File: src/rtl/regload_pkg.sv
// Shared types and default sizes for the register bank loader.
// Holds the FSM state enum plus DATA_W/ADDR_W/DEPTH defaults and count width.
package regload_pkg;

    localparam int DATA_W_DEF = 32;
    localparam int ADDR_W_DEF = 5;
    localparam int DEPTH_DEF  = 1 << ADDR_W_DEF;
    localparam int CNT_W_DEF  = ADDR_W_DEF + 1;

    typedef enum logic [1:0] {
        IDLE,
        LOAD,
        DRAIN,
        DONE
    } state_t;

endpackage

File: src/rtl/regbank_loader_if.sv
// Word stream handshake into the loader: InData/InValid from the source,
// InReady back from the loader. master = source, slave = loader.
interface regbank_loader_if
    import regload_pkg::*;
#(
    parameter int DATA_W = DATA_W_DEF,
    parameter int ADDR_W = ADDR_W_DEF
);

    logic [DATA_W-1:0] InData;
    logic              InValid;
    logic              InReady;

    modport master (
        output InData,
        output InValid,
        input  InReady
    );

    modport slave (
        input  InData,
        input  InValid,
        output InReady
    );

endinterface

File: src/rtl/regload_check.sv
// Readback compare stage: holds the last written addr/data for one cycle,
// drives chk_addr and flags a sticky mismatch against chk_data.
// Ports: clk, rst, clr (Start), wr_en/wr_addr/wr_data, chk_data in;
// chk_addr, mismatch out.
module regload_check
    import regload_pkg::*;
#(
    parameter int DATA_W = DATA_W_DEF,
    parameter int ADDR_W = ADDR_W_DEF
) (
    input  logic              clk,
    input  logic              rst,
    input  logic              clr,
    input  logic              wr_en,
    input  logic [ADDR_W-1:0] wr_addr,
    input  logic [DATA_W-1:0] wr_data,
    input  logic [DATA_W-1:0] chk_data,
    output logic [ADDR_W-1:0] chk_addr,
    output logic              mismatch
);

    logic              vld_q, vld_d;
    logic [ADDR_W-1:0] addr_q, addr_d;
    logic [DATA_W-1:0] data_q, data_d;
    logic              mis_q, mis_d;

    always_comb begin
        vld_d  = wr_en;
        addr_d = addr_q;
        data_d = data_q;
        mis_d  = mis_q;
        if (wr_en) begin
            addr_d = wr_addr;
            data_d = wr_data;
        end
        // Bank was updated at the edge that loaded this stage, so
        // chk_data already reflects the write being verified.
        if (clr) begin
            mis_d = 1'b0;
        end else if (vld_q && (chk_data != data_q)) begin
            mis_d = 1'b1;
        end
    end

    always_ff @(posedge clk) begin
        if (rst) begin
            vld_q  <= 1'b0;
            addr_q <= '0;
            data_q <= '0;
            mis_q  <= 1'b0;
        end else begin
            vld_q  <= vld_d;
            addr_q <= addr_d;
            data_q <= data_d;
            mis_q  <= mis_d;
        end
    end

    assign chk_addr = addr_q;
    assign mismatch = mis_q;

endmodule

File: src/rtl/regbank_loader.sv
// Sequential write-port driver for the register bank: streams words from
// in_if into consecutive addresses starting at BaseAddr (wrapping).
// Ports: clk, rst, Start/BaseAddr/Count, in_if (slave), WriteAddr/Data/RegEn,
// Busy, Done; ChkAddr/ChkData/Mismatch when REGLOAD_READBACK_EN is defined.
module regbank_loader
    import regload_pkg::*;
#(
    parameter int DATA_W = DATA_W_DEF,
    parameter int ADDR_W = ADDR_W_DEF,
    parameter int DEPTH  = DEPTH_DEF
) (
    input  logic              clk,
    input  logic              rst,
    input  logic              Start,
    input  logic [ADDR_W-1:0] BaseAddr,
    input  logic [ADDR_W:0]   Count,
    regbank_loader_if.slave   in_if,
    output logic [ADDR_W-1:0] WriteAddr,
    output logic [DATA_W-1:0] Data,
    output logic              RegEn,
`ifdef REGLOAD_READBACK_EN
    output logic [ADDR_W-1:0] ChkAddr,
    input  logic [DATA_W-1:0] ChkData,
    output logic              Mismatch,
`endif
    output logic              Busy,
    output logic              Done
);

    localparam int CW = ADDR_W + 1;

    state_t            state_q, state_d;
    logic [ADDR_W-1:0] ptr_q, ptr_d;
    logic [CW-1:0]     rem_q, rem_d;
    logic [ADDR_W-1:0] waddr_q, waddr_d;
    logic [DATA_W-1:0] data_q, data_d;
    logic              regen_q, regen_d;
    logic [CW-1:0]     cnt_clamp;
    logic              start_acc;
    logic              drain_ok;

    assign cnt_clamp = (Count > CW'(DEPTH)) ? CW'(DEPTH) : Count;
    assign start_acc = Start && (state_q == IDLE);

`ifdef REGLOAD_READBACK_EN
    // Final write retires while RegEn is high; the check stage then
    // compares it on the following edge, so leave once RegEn has dropped.
    assign drain_ok = !regen_q;

    regload_check #(
        .DATA_W (DATA_W),
        .ADDR_W (ADDR_W)
    ) u_check (
        .clk      (clk),
        .rst      (rst),
        .clr      (start_acc),
        .wr_en    (regen_q),
        .wr_addr  (waddr_q),
        .wr_data  (data_q),
        .chk_data (ChkData),
        .chk_addr (ChkAddr),
        .mismatch (Mismatch)
    );
`else
    assign drain_ok = 1'b1;
`endif

    always_comb begin
        state_d = state_q;
        ptr_d   = ptr_q;
        rem_d   = rem_q;
        waddr_d = waddr_q;
        data_d  = data_q;
        regen_d = 1'b0;
        unique case (state_q)
            IDLE: begin
                if (Start) begin
                    ptr_d   = BaseAddr;
                    rem_d   = cnt_clamp;
                    state_d = (cnt_clamp == '0) ? DONE : LOAD;
                end
            end
            LOAD: begin
                if (in_if.InValid) begin
                    regen_d = 1'b1;
                    data_d  = in_if.InData;
                    waddr_d = ptr_q;
                    ptr_d   = ptr_q + 1'b1;
                    rem_d   = rem_q - 1'b1;
                    if (rem_q == CW'(1)) begin
                        state_d = DRAIN;
                    end
                end
            end
            DRAIN: begin
                if (drain_ok) begin
                    state_d = DONE;
                end
            end
            DONE: begin
                state_d = IDLE;
            end
            default: begin
                state_d = IDLE;
            end
        endcase
    end

    always_ff @(posedge clk) begin
        if (rst) begin
            state_q <= IDLE;
            ptr_q   <= '0;
            rem_q   <= '0;
            waddr_q <= '0;
            data_q  <= '0;
            regen_q <= 1'b0;
        end else begin
            state_q <= state_d;
            ptr_q   <= ptr_d;
            rem_q   <= rem_d;
            waddr_q <= waddr_d;
            data_q  <= data_d;
            regen_q <= regen_d;
        end
    end

    assign in_if.InReady = (state_q == LOAD);
    assign WriteAddr     = waddr_q;
    assign Data          = data_q;
    assign RegEn         = regen_q;
    assign Busy          = (state_q != IDLE);
    assign Done          = (state_q == DONE);

endmodule

File: src/flat_wrapper.sv
// flat-port wrapper written by rule: the top's interface ports become plain ports
module regbank_loader_flat import regload_pkg::*;
#(
    parameter int DATA_W = DATA_W_DEF,
    parameter int ADDR_W = ADDR_W_DEF,
    parameter int DEPTH  = DEPTH_DEF
)
  (clk, rst, Start, BaseAddr, Count, WriteAddr, Data, RegEn, Busy, Done, in_if_InData, in_if_InValid, in_if_InReady);
  regbank_loader_if #(.DATA_W(DATA_W), .ADDR_W(ADDR_W)) in_if_i ();
  input  logic clk;
  input  logic rst;
  input  logic Start;
  input  logic [ADDR_W-1:0] BaseAddr;
  input  logic [ADDR_W:0] Count;
  output logic [ADDR_W-1:0] WriteAddr;
  output logic [DATA_W-1:0] Data;
  output logic RegEn;
  output logic Busy;
  output logic Done;
  input wire logic [$bits(in_if_i.InData)-1:0] in_if_InData;
  input wire logic [$bits(in_if_i.InValid)-1:0] in_if_InValid;
  output wire logic [$bits(in_if_i.InReady)-1:0] in_if_InReady;
  assign in_if_i.InData = in_if_InData;
  assign in_if_i.InValid = in_if_InValid;
  assign in_if_InReady = in_if_i.InReady;
  regbank_loader #(.DATA_W(DATA_W), .ADDR_W(ADDR_W), .DEPTH(DEPTH)) u_core (.clk(clk), .rst(rst), .Start(Start), .BaseAddr(BaseAddr), .Count(Count), .in_if(in_if_i), .WriteAddr(WriteAddr), .Data(Data), .RegEn(RegEn), .Busy(Busy), .Done(Done));
endmodule
File: config.mk
export PLATFORM = sky130hd
export DESIGN_NAME = regbank_loader_flat
export DESIGN_NICKNAME = d
export VERILOG_FILES = /design/src/rtl/regload_pkg.sv /design/src/rtl/regbank_loader_if.sv /design/src/rtl/regload_check.sv /design/src/rtl/regbank_loader.sv /design/src/flat_wrapper.sv
export SDC_FILE = /design/constraint.sdc
export NUM_CORES = 1
export LEC_CHECK = 0
export ABC_AREA = 1
export CAP_MARGIN = 15
export CORE_AREA = 3 3 87 64
export DETAILED_ROUTE_END_ITERATION = 12
export DIE_AREA = 0 0 90 67
export GPL_ROUTABILITY_DRIVEN = 0
export PLACE_DENSITY = 0.89
export SLEW_MARGIN = 5
export SYNTH_ARGS = -nofsm -noshare
export SYNTH_HDL_FRONTEND = slang
export SYNTH_SLANG_ARGS = --single-unit
File: constraint.sdc
create_clock -name clk -period 3.7 [get_ports clk]
set_input_delay 0.37 -clock clk [delete_from_list [all_inputs] [get_ports clk]]
set_output_delay 0.37 -clock clk [all_outputs]
set_load 0.02 [all_outputs]
==> results.txt <==
Clock buffer depth: 2
Post-layout power: 2.25 mW
Final Slew Violations: 0
GRT Residual Overflow: 0
Via count: 2,239
Syn Inst Count: 305
Setup TNS Final: 0 ns
Die area: 6030 µm²
RR Startpoint: u_core.state_q[1]$_SDFFE_PP0P_
Worst-path clk slew: 0.09 ns
Seq/Total Area, Yosys: 0.463
Pleak: 1.28 nW
Vias in the first global route: 2,095
R2R Path End: u_core.WriteAddr[3]$_SDFFE_PP0P_
Ant diodes: 0
Rows: 21
Termination of the worst setup path: in_if_InReady
Tcrit/Tclk final: 0.604
Post-cts resize count: 0
TritonCTS Sinks: 51
Cts hold-fix bufs: 0
Drt first pass iters: 4
Most frequent cells in the layout: 87 x clkdlybuf4s50_1, 83 x nor2_1, 51 x dfxtp_1
Setup Viol. Count Final: 0
Total global routing track utilization: 0.190
Worst Hold Class: flop to flop
First-pass GRT wire length: 9340 µm
Max cap viols: 0
Initial Util: 0.461
Worst setup path start: u_core.state_q[1]$_SDFFE_PP0P_
Die Y: 67 µm
Peak supply drop: 0.000406 V
Via density per instance: 4.91
Fraction of final layout cells sized beyond drive strength 1: 0.0465
WS Path Type: flop to output port
Antenna violations before repair: 0
Worst slew margin: 0.283
Finished Layout Cells: 456
IO Pins: 88
RSZ-0062 raised after global routing: no
Avg Inst Size Synth: 7.23 µm²
Buffers added on ports: 87
CP Launch Type: flop
Synthesized area: 2200 µm²
Max Fclk: 0.447 GHz
Area after DPL: 3090 µm²
Synth Register Bits: 51
Req. time, crit path: 3.33 ns
Worst R2R Setup Slack: 1.68 ns
Remaining DRCs: 0
Fin. Hold Viols: 0
Worst skew pair latency: 0.30 ns
Outcome: finished clean
Arr. time, crit path: 1.87 ns
Hold Path Depth: 2
Die W: 90 µm
Worst-path maximum fanout: 19
Htree depth: 2
Final #Nets: 441
Detailed placement HPWL: 4120 µm
Tmin final: 2.24 ns
Root buf cell: clkbuf_8
CORE AREA: 4780 µm²
Fillcell total: 407
Most common cell after layout, fill and taps aside: clkdlybuf4s50_1
Pin count of the biggest net entering global routing: 46
Initial DRC count: 199
Slew @ Worst Pin: 1.07 ns
Library cells used by synthesis: 20
Pwr per Cell Area: 704 nW/µm²
Area growth from synthesis to layout: 44.7%
Ys Warns: 0
Setup Buffers After CTS: 0
Critical path endpoint category: output port
Post-Layout Inst Area: 3190 µm²
CTS tree: done
Placed Cells: 448
Antenna-violating nets left: 0
Syn nets: 360
Skew final: 0.00511 ns
Cells on worst reg2reg path: 6
DRT Wirelength: 5750 µm
TritonCTS Buffers: 5
Finished Core Util: 0.667
Wire per inst: 12.6 µm
==> sequential cells by signal (all words and copies together) (netlist names) <==
| name | cells |
|---|---|
| u_core.Data | 32 |
| u_core.rem_q | 6 |
| u_core.WriteAddr | 5 |
| u_core.ptr_q | 5 |
| u_core.state_q | 2 |
| u_core.RegEn | 1 |
==> cell usage after synthesis <==
library cell | number | area [µm²]
nor2_2 | 2 | 12.5
ha_1 | 8 | 100
buf_2 | 5 | 25.0
nand2_2 | 3 | 18.8
a22oi_1 | 1 | 7.51
inv_1 | 20 | 75.1
nand2_1 | 40 | 150
nand3_2 | 1 | 10.0
inv_2 | 2 | 7.51
nor2_1 | 83 | 312
nor2_4 | 1 | 11.3
nand3_1 | 9 | 45.0
dfxtp_1 | 51 | 1020
buf_4 | 1 | 7.51
o21ai_1 | 3 | 15.0
buf_6 | 2 | 22.5
nand4_1 | 5 | 31.3
clkbuf_1 | 6 | 22.5
a21oi_1 | 18 | 90.1
o21ai_0 | 44 | 220
==> per-stage QoR <==
step,hold slack [ns],setup WS [ns]
after floorplan,0.433,2.23
after global placement,0.453,1.52
after detailed placement,0.461,1.46
after CTS,0.475,1.45
after global routing,0.512,1.37
final,0.472,1.46
==> layout make-up <==
| cell class | count | area [µm²] | area share |
|---|---|---|---|
| multi-input cells | 218 | 1020 | 0.321 |
| flip-flops and latches | 51 | 1020 | 0.320 |
| repair buffers | 88 | 878 | 0.275 |
| well taps | 69 | 86.3 | 0.0271 |
| clock buffers | 6 | 82.6 | 0.0259 |
| inverters | 22 | 82.6 | 0.0259 |
| clock inverters | 2 | 16.3 | 0.00510 |
==> critical path: stages (launching register included) <==
cell and delay (ns):
dfxtp_1 0.34, inv_1 0.13, ha_1 0.20, buf_4 0.25, clkdlybuf4s50_1 0.64
==> layer usage <==
| metal | track usage | part of all wire | vias to the layer above |
|---|---|---|---|
| li1 | - | - | 1137 |
| met4 | 0.0611 | 0.012 | 0 |
| met5 | 0 | 0 | - |
| met2 | 0.335 | 0.48 | 73 |
| met1 | 0.234 | 0.44 | 1022 |
| met3 | 0.0429 | 0.059 | 7 |
==> how the worst min path moves through the flow <==
stage                                 start                           end  slack, ns
2_1_floorplan  u_core.rem_q[4]$_SDFFE_PP0P_  u_core.rem_q[4]$_SDFFE_PP0P_       0.43
3_3_place_gp   u_core.rem_q[4]$_SDFFE_PP0P_  u_core.rem_q[4]$_SDFFE_PP0P_       0.45
3_5_place_dp   u_core.rem_q[4]$_SDFFE_PP0P_  u_core.rem_q[4]$_SDFFE_PP0P_       0.46
4_1_cts        u_core.rem_q[4]$_SDFFE_PP0P_  u_core.rem_q[4]$_SDFFE_PP0P_       0.47
5_1_grt        u_core.rem_q[4]$_SDFFE_PP0P_  u_core.rem_q[4]$_SDFFE_PP0P_       0.51
6_report       u_core.rem_q[4]$_SDFFE_PP0P_  u_core.rem_q[4]$_SDFFE_PP0P_       0.47
==> power by group <==
group          internal (mW)  switching, mW  leakage, nW
Sequential             0.699          0.105        0.418
Clock                  0.153          0.192       0.0474
Combinational          0.446          0.650        0.817
Total                   1.30          0.947         1.28
==> cells by family (layout without fill, tap and decap cells) <==
family,Yosys count,after routing,share of synthesized area
flops,51,51,0.463
simple gates,144,144,0.268
compound gates,66,66,0.151
fa+ha+maj,8,8,0.0454
buf+inv,36,118,0.0726
Power figures use the tool's default switching activity.
